`config.mk`:
```
export PLATFORM = sky130hd
export DESIGN_NAME = peak_scan_controller
export DESIGN_NICKNAME = d
export VERILOG_FILES = /design/src/rtl/peak_scan_controller.sv
export SDC_FILE = /design/constraint.sdc
export NUM_CORES = 1
export LEC_CHECK = 0
export BUFFER_PORTS_ARGS = -buffer_cell sky130_fd_sc_hd__buf_4
export CAP_MARGIN = 20
export CELL_PAD_IN_SITES_DETAIL_PLACEMENT = 0
export CELL_PAD_IN_SITES_GLOBAL_PLACEMENT = 1
export CORE_MARGIN = 4
export CORE_UTILIZATION = 44
export DETAILED_ROUTE_END_ITERATION = 10
export PLACE_DENSITY_LB_ADDON = 0.12
export SLEW_MARGIN = 10
export SYNTH_ARGS = -nofsm -noshare
export SYNTH_HDL_FRONTEND = slang
export SYNTH_SLANG_ARGS = --single-unit
```
`constraint.sdc`:
```
create_clock -name clk -period 4.6 [get_ports clk]
set_input_delay 0.46 -clock clk [delete_from_list [all_inputs] [get_ports clk]]
set_output_delay 0.46 -clock clk [all_outputs]
set_load 0.03 [all_outputs]
```
`src/rtl/peak_scan_controller.sv`:
```
// Ramps the DAC, detects a debounced zero-crossing of the SG gradient and parks at the peak.
// Optional `SCAN_DECIM_EN: the ramp advances once every 2^DECIM_LOG2 cycles.
module peak_scan_controller #(
  parameter int DAC_WIDTH  = 14,
  parameter int DEBOUNCE   = 4,
  parameter int DECIM_LOG2 = 3
) (
  input  logic                 clk,
  input  logic                 rst,
  input  logic                 start,
  input  logic                 abort,
  input  logic                 diff_state_in,
  input  logic [DAC_WIDTH-1:0] ramp_min,
  input  logic [DAC_WIDTH-1:0] ramp_max,
  input  logic [DAC_WIDTH-1:0] ramp_step,
  output logic [DAC_WIDTH-1:0] dac_out,
  output logic [DAC_WIDTH-1:0] peak_pos,
  output logic                 peak_valid,
  output logic                 busy,
  output logic                 locked,
  output logic                 fault
);

  // state   | meaning
  // IDLE    | waiting for start, outputs static
  // SWEEP   | ramping, looking for a rising edge on diff_state_in
  // CONFIRM | candidate latched, debouncing the high level
  // HOLD    | parked at the confirmed peak
  // FAULT   | bad config or ramp reached max without a peak
  typedef enum logic [2:0] {
    IDLE    = 3'd0,
    SWEEP   = 3'd1,
    CONFIRM = 3'd2,
    HOLD    = 3'd3,
    FAULT   = 3'd4
  } state_t;

  localparam logic [7:0] DEB_C = 8'(DEBOUNCE);

  if (DEBOUNCE < 1 || DEBOUNCE > 255 || DECIM_LOG2 < 1) begin : g_param_check
    $error("peak_scan_controller: DEBOUNCE must be 1..255 and DECIM_LOG2 >= 1");
  end

  state_t               state_q, state_d;
  logic [DAC_WIDTH-1:0] dac_q, dac_d;
  logic [DAC_WIDTH-1:0] peak_q, peak_d;
  logic                 pv_q, pv_d;
  logic [DAC_WIDTH-1:0] max_q, max_d;
  logic [DAC_WIDTH-1:0] step_q, step_d;
  logic [DAC_WIDTH-1:0] cand_q, cand_d;
  logic [7:0]           cnt_q, cnt_d;
  logic                 prev_q, prev_d;

  logic [DAC_WIDTH:0]   sum;
  logic [DAC_WIDTH-1:0] ramp_next;
  logic [DAC_WIDTH-1:0] ramp_adv;
  logic [7:0]           cnt_inc;
  logic                 at_max;
  logic                 step_en;

`ifdef SCAN_DECIM_EN
  logic [DECIM_LOG2-1:0] presc_q, presc_d;
  assign step_en = &presc_q;
`else
  assign step_en = 1'b1;
`endif

  // Sum is one bit wider than the code so saturation never sees a wrapped value.
  assign sum       = {1'b0, dac_q} + {1'b0, step_q};
  assign ramp_next = (sum > {1'b0, max_q}) ? max_q : sum[DAC_WIDTH-1:0];
  assign ramp_adv  = step_en ? ramp_next : dac_q;
  assign at_max    = (dac_q == max_q);
  assign cnt_inc   = cnt_q + 8'd1;

  always_ff @(posedge clk or posedge rst) begin
    if (rst) begin
      state_q <= IDLE;
      dac_q   <= '0;
      peak_q  <= '0;
      pv_q    <= 1'b0;
      max_q   <= '0;
      step_q  <= '0;
      cand_q  <= '0;
      cnt_q   <= '0;
      prev_q  <= 1'b0;
`ifdef SCAN_DECIM_EN
      presc_q <= '0;
`endif
    end else begin
      state_q <= state_d;
      dac_q   <= dac_d;
      peak_q  <= peak_d;
      pv_q    <= pv_d;
      max_q   <= max_d;
      step_q  <= step_d;
      cand_q  <= cand_d;
      cnt_q   <= cnt_d;
      prev_q  <= prev_d;
`ifdef SCAN_DECIM_EN
      presc_q <= presc_d;
`endif
    end
  end

  always_comb begin
    state_d = state_q;
    dac_d   = dac_q;
    peak_d  = peak_q;
    pv_d    = 1'b0;
    max_d   = max_q;
    step_d  = step_q;
    cand_d  = cand_q;
    cnt_d   = cnt_q;
    prev_d  = diff_state_in;
`ifdef SCAN_DECIM_EN
    presc_d = (state_q == SWEEP || state_q == CONFIRM) ? presc_q + 1'b1 : presc_q;
`endif
    if (abort) begin
      state_d = IDLE;
    end else if (start) begin
      max_d   = ramp_max;
      step_d  = ramp_step;
      dac_d   = ramp_min;
      cnt_d   = '0;
`ifdef SCAN_DECIM_EN
      presc_d = '0;
`endif
      state_d = (ramp_min >= ramp_max || ramp_step == '0) ? FAULT : SWEEP;
    end else begin
      case (state_q)
        SWEEP: begin
          // An edge wins over reaching max in the same cycle.
          if (diff_state_in && !prev_q) begin
            cand_d = dac_q;
            cnt_d  = 8'd1;
            if (DEB_C == 8'd1) begin
              peak_d  = dac_q;
              pv_d    = 1'b1;
              state_d = HOLD;
            end else begin
              dac_d   = ramp_adv;
              state_d = CONFIRM;
            end
          end else if (step_en && at_max) begin
            state_d = FAULT;
          end else begin
            dac_d = ramp_adv;
          end
        end
        CONFIRM: begin
          if (!diff_state_in) begin
            if (step_en && at_max) begin
              state_d = FAULT;
            end else begin
              dac_d   = ramp_adv;
              state_d = SWEEP;
            end
          end else begin
            cnt_d = cnt_inc;
            if (cnt_inc == DEB_C) begin
              peak_d  = cand_q;
              pv_d    = 1'b1;
              dac_d   = cand_q;
              state_d = HOLD;
            end else begin
              dac_d = ramp_adv;
            end
          end
        end
        HOLD:    dac_d = peak_q;
        default: ;
      endcase
    end
  end

  always_comb begin
    busy   = 1'b0;
    locked = 1'b0;
    fault  = 1'b0;
    case (state_q)
      SWEEP, CONFIRM: busy   = 1'b1;
      HOLD:           locked = 1'b1;
      FAULT:          fault  = 1'b1;
      default: ;
    endcase
  end

  assign dac_out    = dac_q;
  assign peak_pos   = peak_q;
  assign peak_valid = pv_q;

endmodule

```
### Word-level counts from Yosys, hierarchy flattened

Index checks and enable logic that the tools add are counted.
W data, S select, Z words.

| word-level totals | value |
|---|---|
| bits in registers | 83 |
| bits in latches | 0 |
| bits in writable memories | 0 |
| ROM bits | 0 |
| bits of input ports | 47 |
| output and inout bits | 32 |
| logic and storage cells | 67 |
| memories | 0 |

| operators by class | value |
|---|---|
| $add $sub $neg | 2 |
| multipliers | 0 |
| divide/modulo/power cells | 0 |
| $lt $le $gt $ge | 2 |
| eq/ne operators | 10 |
| shift-type cells | 0 |
| multiplexer cells | 28 |
| bitwise operators | 2 |
| reduce and logical (&&, ||, !) cells | 14 |

Operator list:

| kind | number |
|---|---|
| $mux W14 | 6 |
| $pmux W14 S3 | 1 |
| $mux W3 | 8 |
| $mux W8 | 3 |
| $pmux W8 S2 | 1 |
| $add A14 B14 Y15 | 1 |
| $gt A15 B14 Y1 | 1 |
| $eq A14 B14 Y1 | 1 |
| $ge A14 B14 Y1 | 1 |
| $logic_not A14 Y1 | 1 |
| $ne A5 B5 Y1 const B | 2 |
| $add A8 B1 Y8 const B | 1 |
| $eq A8 B3 Y1 const B | 1 |
| $mux W1 | 8 |
| $reduce_and A4 Y1 | 2 |
| $reduce_bool A4 Y1 | 2 |
| $eq A3 B2 Y1 const B | 2 |
| $ne A3 B3 Y1 const B | 2 |
| $pmux W3 S2 | 1 |
| $reduce_and A5 Y1 | 1 |
| $reduce_and A2 Y1 | 2 |
| $eq A3 B1 Y1 const B | 1 |
| $eq A3 B3 Y1 const B | 1 |
| $reduce_and A3 Y1 | 1 |
| 6 further kinds | 7 |

### Depth between registers and ports, before layout

Gate-level depths: netlist of run 1.

| logic depth | value |
|---|---|
| word-level depth | 7 |
| depth in mapped cells | 22 |
| mapped depth without buffers | 20 |

### Worst setup path after synthesis of run 1

No wires, ideal clock.

| path | value |
|---|---|
| kind | register -> register |
| from | register dac_q[0] (netlist: dac_out[0]) |
| to | register dac_q[2] (netlist: dac_out[2]) |
| library setup time | 0.133 ns |
| data arrival time | 4.135 ns |
| data required time | 4.467 ns |
| setup slack | 0.332 ns |
| cell stages (with the launch flop) | 21 |
| path buffers | 1 |
| clock period less this slack | 4.268 ns |
| path through | dfrtp_1 > ha_1 > inv_1 > fa_1 > nand2b_1 > a21oi_1 > o31a_1 > o31a_1 > o21ai_0 > nor3b_1 > nor2_1 > ha_1 > o21ai_0 > a21oi_1 > a2111oi_2 > o211a_1 > buf_6 > mux2i_1 > a211oi_1 > a2111oi_0 > nor2_1 |

| on the way | value |
|---|---|
| longest elaborated chain between the ends | 7 |
| elaborated cells on any way between the ends | 10 |
| those cells by class | 1 x add/sub; 1 x order compare; 1 x eq/ne; 7 x mux |

RTL lines:

| item | line | RTL |
|---|---|---|
| start, declared | 45 | `logic [DAC_WIDTH-1:0] dac_q, dac_d;` |
| start signal, assigned | 78 | `dac_q <= '0;` |
| start signal, assigned | 91 | `dac_q <= dac_d;` |
| $add A14 B14 Y15 | 69 | `assign sum = {1'b0, dac_q} + {1'b0, step_q};` |
| $gt A15 B14 Y1 | 70 | `assign ramp_next = (sum > {1'b0, max_q}) ? max_q : sum[DAC_WIDTH-1:0];` |
| $mux W14 | 70 |  |
| $mux W14, on equally long branches | 144, 152, 160 |  |
| $mux W14, on equally long branches | 151, 133 |  |
| $pmux W14 S3 * | 130 | `case (state_q)` |
| $mux W14 * | 120 | `end else if (start) begin` |

Every way passes the cells marked *; elsewhere a longest branch is shown, timed or not.
A chain may end at the register's enable or synchronous reset.

### Worst setup path in the final report of run 1

| path | value |
|---|---|
| from | register dac_q[0] (netlist: dac_out[0]) |
| to | register dac_q[1] (netlist: dac_out[1]) |

The elaborated chain is that of the path after synthesis.

==> summary.txt, run 1 <==
Placed design
  – Placer's final routability congestion estimate: between 0.9 and 1
  – Area post-placement: ~0.0067 mm^2
  – IO Port Bufs: 78
  – Half-perimeter wire length after detailed placement: about 15000 um
  – Placed cell count: between 900 and 1000

Layout
  – Layout-stage area growth over the synthesis result: 21.68%
  – Final Cell Area: 0.007171 mm^2
  – Share of final-layout standard cells stronger than drive strength 1: a little over a fifth
  – Core Util, Final: 54.36%
  – Number of standard cells in the layout, taps in and fillers out: around 950
  – # nets final: 862
  – N_diodes: 0
  – Fill count: around 1300

Synth
  – Async set or reset register ratio after synthesis: 100.0%
  – Ys flop type: dfrtp_1
  – Most frequent cell after synthesis: nand2_1
  – Fraction of post-synthesis cell area in the top cell type by area: a little over a third
  – Syn Std Cell Area: between 0.005 and 0.006 mm^2
  – Sequential fraction of the synthesis area: 35.24%
  – Count of yosys warnings during synthesis: 0
  – Net Count, Synth: a little under 800
  – Flop and latch count out of synthesis: between 80 and 90
  – Synth unique cells: 63
  – Biggest area consumer among synthesized cells: dfrtp_1
  – Top cells by instance count after synthesis: 89 x nand2_1, 83 x dfrtp_1, 66 x nor2_1
  – Count of flip-flops with a built-in enable after synthesis: 0
  – Biggest area contributors in the synthesized netlist: dfrtp_1 35%, ha_1 9.1%, mux2_2 5.7%
  – Mean area per synthesized cell: 8.553 um^2
  – Gate count after technology mapping: 689

Routing
  – Initial DRC count: between 500 and 600
  – Wire length per cell after detailed routing: slightly above 20 um
  – Vias/cell: 5.919
  – First-pass detailed-route iteration total: 5
  – Routed Antenna Nets: 0
  – DRC violations left: 0
  – DRT Wirelength: between 15000 and 20000 um
  – Routed vias: approximately 5600

Worst hold path
  – Class of the most critical hold timing path: in -> async

STA
  – Fmax: between 200 and 250 MHz
  – Setup-failing EPs final: 0
  – Final Hold Fails: 0
  – Headroom to the max-slew limit: ~29%
  – Final Skew: about 7.6 ps
  – Total negative setup slack: 0 ps
  – Minimum clock period: 4347 ps
  – Period utilization: 94.49%
  – Hold slack: 181.2 ps
  – Actual slew at the worst max-slew pin: between 1000 and 1500 ps
  – Count of pins over their slew limit: 0

Setup path
  – Data arrival time of the critical path: approximately 4600 ps
  – Worst path buffer plus inverter count: 2
  – Largest driver fanout on the critical path: 6
  – Critical path's largest stage delay: about 400 ps
  – Kind of critical path: reg -> reg
  – Slowest cell on crit path: dfrtp_1
  – Family with the most delay on the worst path: compound AO/OA/AOI/OAI gates
  – Cell Chain, Critical Path: ha_1 -> inv_1 -> fa_2 -> nand2b_4 -> a21oi_2 -> o31a_1 -> o31a_1 -> o21ai_1 -> nor3b_2 -> nor2_1 -> ha_1 -> o21ai_0 -> a21oi_1 -> a2111oi_2 -> o211a_2 -> buf_4 -> mux2i_4 -> a221o_1 -> nand2_1 -> a221oi_1
  – Critical Path Start Type: flip-flop
  – Endpoint kind of the worst setup timing path: flip-flop
  – Data required time at the worst endpoint: a little under 5000 ps

Clocking
  – Source-to-sink clock delay at the later pin of the worst-skew pair: around 350 ps
  – Bufs on Longest Clock Path: 2
  – Clk pin slew, worst setup/hold paths: ~70 ps
  – TritonCTS buffer count: 9
  – Clock root buffer: clkbuf_16
  – Num Clock Sinks: between 80 and 90
  – CTS tree: done
  – Htree depth: 3
  – Count of hold buffers inserted by post-cts repair: 0

Job
  – Number of max-cap violations: 0

Die
  – Initial cell density of the core: approximately 45%
  – Site Rows: between 40 and 50
  – Chip Width: 123.7 um
  – IO Count: roughly 80
  – Total Die Area: 0.01531 mm^2
  – Area of the core: 0.01319 mm^2
  – Die height: about 120 um

Global route
  – Maximum number of pins on one net before global-route repair: 47
  – Remaining global-route overflow: 0
  – Global-route wire length before repair: slightly above 30000 um
  – Tot GR Track Use: a little over a quarter
  – Number of antenna violations at the first check in global routing: 0
  – Number of global-route vias before repair: 5426

Pwr
  – Power Density: roughly 590 mW/mm^2
  – IR drop worst, VDD: roughly 0.27 mV
  – Leak Pwr: ~0.0033 uW

Status
  – Result of the run: completed
metrics by stage:
step / setup WS [ps] / total power, uW
floorplan: 331.6 / 2437
global placement: -88.01 / 3129
detailed placement: -158.8 / 3177
CTS: -4.722 / 3980
global route: -0.05729 / 4455
finish: 253.4 / 4199
registers in the layout (all words and copies together) (netlist names):
| signal | cells |
|---|---|
| cand_q | 14 |
| dac_out | 14 |
| max_q | 14 |
| peak_pos | 14 |
| step_q | 14 |
| cnt_q | 8 |
| state_q | 3 |
| peak_valid | 1 |
| prev_q | 1 |
report_power, final:
part / leakage [uW] / total (uW) / internal [uW] / switching (uW)
Sequential: 0.00105 / 1010 / 850 / 155
Combinational: 0.00213 / 2440 / 1100 / 1340
Clock: 0.000147 / 754 / 425 / 329
Total: 0.00333 / 4200 / 2380 / 1820
per-layer routing:
| metal | GRT usage (%) | wire length (um) | share of wire (%) | vias up |
|---|---|---|---|---|
| met5 | 0 | 0 | 0 | - |
| met4 | 7.751 | 395 | 2.0 | 0 |
| met3 | 4.405 | 1393 | 7.1 | 31 |
| met2 | 41.20 | 9043 | 46 | 242 |
| met1 | 37.15 | 8878 | 45 | 2735 |
| li1 | - | - | - | 2627 |
what timing repair did:
action	4_1_cts	5_1_grt
gates resized for setup	4	23
setup buffers	1	1
pin swaps	1	2
endpoints found under the setup margin	10	14
path summary, 6_finish.rpt:
path                             startpoint    endpoint  slack (ps)  cells past startpoint
worst max-delay path             dac_out[0]  dac_out[1]         250                     20
worst min-delay path                    rst    max_q[5]         180                      2
worst max register to register   dac_out[0]  dac_out[1]         250                     20
worst min register to register     cnt_q[7]    cnt_q[7]         500                      1
max in group asynchronous               rst      prev_q        3320                      3
min in group clk                ramp_max[5]    max_q[5]         320                      3
cells in the final DEF, fill, tap and decap left out, types with 4 or more instances in the layout:
cell | synthesis | routed
a211o_1 | 5 | 5
a211oi_1 | 7 | 6
a21o_1 | 6 | 6
a21oi_1 | 43 | 41
a21oi_2 | 2 | 4
a221o_1 | 5 | 5
a221oi_1 | 5 | 4
and3_1 | 5 | 5
buf_4 | 1 | 100
clkbuf_16 | 0 | 9
dfrtp_1 | 83 | 83
ha_1 | 43 | 43
inv_1 | 43 | 42
mux2_2 | 30 | 30
mux2i_1 | 11 | 4
mux2i_4 | 0 | 5
nand2_1 | 89 | 89
nand2b_1 | 10 | 9
nand3_1 | 11 | 11
nand3b_1 | 7 | 7
nor2_1 | 66 | 66
nor2b_1 | 6 | 5
nor3_1 | 12 | 12
nor4_1 | 8 | 7
o211ai_1 | 6 | 6
o21a_1 | 5 | 5
o21ai_0 | 57 | 55
o21ai_1 | 3 | 5
o221ai_1 | 10 | 10
o31ai_1 | 6 | 6
or3_1 | 4 | 4
xnor2_1 | 9 | 9
xor2_1 | 17 | 17
cells by family (layout without fill, tap and decap cells):
family	Yosys count	in the layout	synth area share, %
xor gates and xnor gates	26	26	3.864
DFF	83	83	35.24
and+or+nand+nor	236	236	18.58
AOI/OAI and AO/OA	183	183	19.94
muxes	43	43	7.983
adders and majority gates	44	44	9.469
buffers and inverters	74	161	4.925
cell type report:
type	count	area (um^2)	share of cell area, %
inverters	44	166.4	2.321
well taps	176	220.2	3.071
multi-input cells	532	3646	50.85
clock buffers	9	225.2	3.141
repair buffers	101	762.0	10.63
flip-flops and latches	83	2077	28.97
clock inverters	7	73.82	1.029
Power figures use the tool's default switching activity.
==> inputs of run 2 (changes only) <==
--- a/config.mk
+++ b/config.mk
@@ -12,6 +12,7 @@
 export CORE_MARGIN = 4
 export CORE_UTILIZATION = 44
 export DETAILED_ROUTE_END_ITERATION = 10
+export GPL_TIMING_DRIVEN = 0
 export PLACE_DENSITY_LB_ADDON = 0.12
 export SLEW_MARGIN = 10
 export SYNTH_ARGS = -nofsm -noshare
==> summary.txt, run 2 (synthesis gave the netlist of run 1 again) <==
Status
  – Result of the run: completed

Global route
  – Tot GR Track Use: 26.95%
  – Met3 layer usage reported by global route: ~4.1%
  – Global-route wire length before repair: 30930 um
  – Remaining global-route overflow: 0
  – Number of global-route vias before repair: between 5000 and 6000
  – Maximum number of pins on one net before global-route repair: 44
  – Global Route met2 Usage: between 30 and 40%
  – GRT Max-Usage Layer: met2
  – Met1 Use GR: between 30 and 40%
  – Number of antenna violations at the first check in global routing: 0

Setup path
  – Data arrival time of the critical path: around 4700 ps
  – Data required time at the worst endpoint: about 4800 ps
  – Largest driver fanout on the critical path: 10
  – Kind of critical path: reg -> reg
  – Critical path's largest stage delay: 440 ps
  – Endpoint kind of the worst setup timing path: flip-flop
  – Cell Chain, Critical Path: ha_1 -> inv_1 -> fa_2 -> nand2b_1 -> a21oi_2 -> o31a_1 -> o31a_1 -> o21ai_2 -> nor3b_2 -> nor2_1 -> ha_1 -> o21ai_0 -> a21oi_1 -> a2111oi_4 -> o211a_1 -> buf_8 -> buf_12 -> mux2i_4 -> a21oi_1 -> o21ai_1 -> a21boi_1
  – Slowest cell on crit path: dfrtp_2
  – Family with the most delay on the worst path: compound AO/OA/AOI/OAI gates
  – Worst path buffer plus inverter count: 3
  – Critical Path Start Type: flip-flop

Layout
  – Most common cell after layout, fill and taps aside: nand2_1
  – Layout-stage area growth over the synthesis result: 23.33%
  – Fill count: roughly 1200
  – N_diodes: 0
  – Final Cell Area: 0.007268 mm^2
  – Share of final-layout standard cells stronger than drive strength 1: 21.07%
  – Commonest non-fill, non-tap cells in the layout: 89 x nand2_1, 82 x buf_4, 80 x dfrtp_1, 65 x nor2_1, 53 x o21ai_0
  – # nets final: 874

Die
  – Die height: around 120 um
  – Total Die Area: 0.01531 mm^2
  – Area of the core: roughly 0.013 mm^2
  – IO Count: 79
  – Initial cell density of the core: roughly 45%
  – Site Rows: 42
  – Chip Width: around 120 um

STA
  – Fmax: roughly 230 MHz
  – Period utilization: between 90% and 100%
  – Setup-failing EPs final: 0
  – Headroom to the max-slew limit: 51.91%
  – Actual slew at the worst max-slew pin: approximately 700 ps
  – Minimum clock period: roughly 4400 ps
  – Final Skew: between 8 and 9 ps
  – Final Hold Fails: 0
  – Count of pins over their slew limit: 0
  – Total negative setup slack: 0 ps
  – Final Worst Setup Slack: between 150 and 200 ps

Pwr
  – IR drop worst, VDD: 0.2631 mV
  – Combinational cell fraction of total power: 57.0%
  – Power Density: slightly below 600 mW/mm^2
  – Internal power of the cells: ~2400 uW
  – Seq pwr share: around 25%
  – Switching share of power: between 40 and 50%
  – Leak Pwr: about 0.0033 uW
  – Clock network power share: 18.1%
  – Psw: around 1900 uW

Routing
  – Wire length per cell after detailed routing: between 20 and 25 um
  – Vias/cell: between 5 and 6
  – DRT Wirelength: about 20000 um
  – First-pass detailed-route iteration total: 7
  – Initial DRC count: between 400 and 500
  – Routed Antenna Nets: 0
  – Routed vias: around 5700
  – DRC violations left: 0

Clocking
  – Htree depth: 3
  – Num Clock Sinks: just over 80
  – Bufs on Longest Clock Path: 2
  – Count of hold buffers inserted by post-cts repair: 0
  – Clk pin slew, worst setup/hold paths: 70 ps
  – CTS tree: done
  – TritonCTS buffer count: 9
  – Source-to-sink clock delay at the later pin of the worst-skew pair: 350 ps
  – Clock root buffer: clkbuf_16

Placed design
  – IO Port Bufs: a little under 80
  – Half-perimeter wire length after detailed placement: about 15000 um
  – Setup Slack @ Placement: -388.4 ps
  – Area post-placement: approximately 0.0067 mm^2
  – Placer's final routability congestion estimate: slightly above 0.9

Worst hold path
  – Class of the most critical hold timing path: in -> async

Job
  – Number of max-cap violations: 0
## run 2: changes by cell type in the layout (fill, tap and decap cells not counted), moves of 3 or more
cell	change
clkbuf_1	+26
buf_4	-18
clkinv_2	-3
dfrtp_1	-3
dfrtp_2	+3
## run 2: worst reg2reg max path: stages (launching register included)
cell       delay, ps
dfrtp_2          440
ha_1             260
inv_1             90
fa_2             230
nand2b_1         160
a21oi_2           80
o31a_1           300
o31a_1           330
o21ai_2          150
nor3b_2          220
nor2_1            60
ha_1             280
o21ai_0          180
a21oi_1           90
a2111oi_4        200
o211a_1          200
buf_8            180
buf_12           170
mux2i_4          290
a21oi_1          100
o21ai_1          210
a21boi_1          90
## run 2: repair_timing
| action | 4_1_cts | 5_1_grt |
|---|---|---|
| gates resized for setup | 17 | 30 |
| endpoints found under the setup margin | 14 | 14 |
| pin swaps | 0 | 8 |
| buffers inserted | 1 | 3 |
## run 2: layer usage
layer / up-vias / routed length [um]
met3: 33 / 1291
met1: 2731 / 9537
met5: - / 0
li1: 2654 / -
met2: 248 / 8779
met4: 0 / 570
## run 2: path summary, 6_finish.rpt
check,cells after the start,from,endpoint,slack [ps]
min,2,rst,max_q[5],170
max reg2reg,21,dac_out[0],dac_out[0],180
min in group clk,1,diff_state_in,prev_q,230
min reg2reg,2,cand_q[7],peak_pos[7],500
max in group asynchronous,3,rst,dac_out[0],3790
max,21,dac_out[0],dac_out[0],180
## run 2: layout make-up
type	count	area (um^2)	area share (%)
clock buffers	9	225.2	3.099
inverters	44	167.7	2.307
clock inverters	7	81.33	1.119
plain buffers	30	141.4	1.945
repair buffers	83	643.1	8.848
well taps	176	220.2	3.030
multi-input cells	532	3709	51.02
flip-flops and latches	83	2081	28.63
## run 2: power by group through the flow
stage | Combinational [uW] | Sequential [uW] | Clock, uW
after floorplan | 1350 | 1090 | 0
after global placement | 1970 | 1070 | 0
after detailed placement | 2000 | 1070 | 0
after CTS | 2140 | 1060 | 780
after global routing | 2610 | 1080 | 807
final | 2430 | 1060 | 769
## run 2: per-stage QoR
stage	hold slack, ps	total power (uW)	std cells	util [%]
floorplan	452.5	2437	689	-
global placement	476.7	3041	943	50.79
detailed placement	481.2	3076	944	51.02
CTS	185.8	3977	961	53.86
global route	211.0	4497	964	55.10
finish	169.2	4260	964	55.10
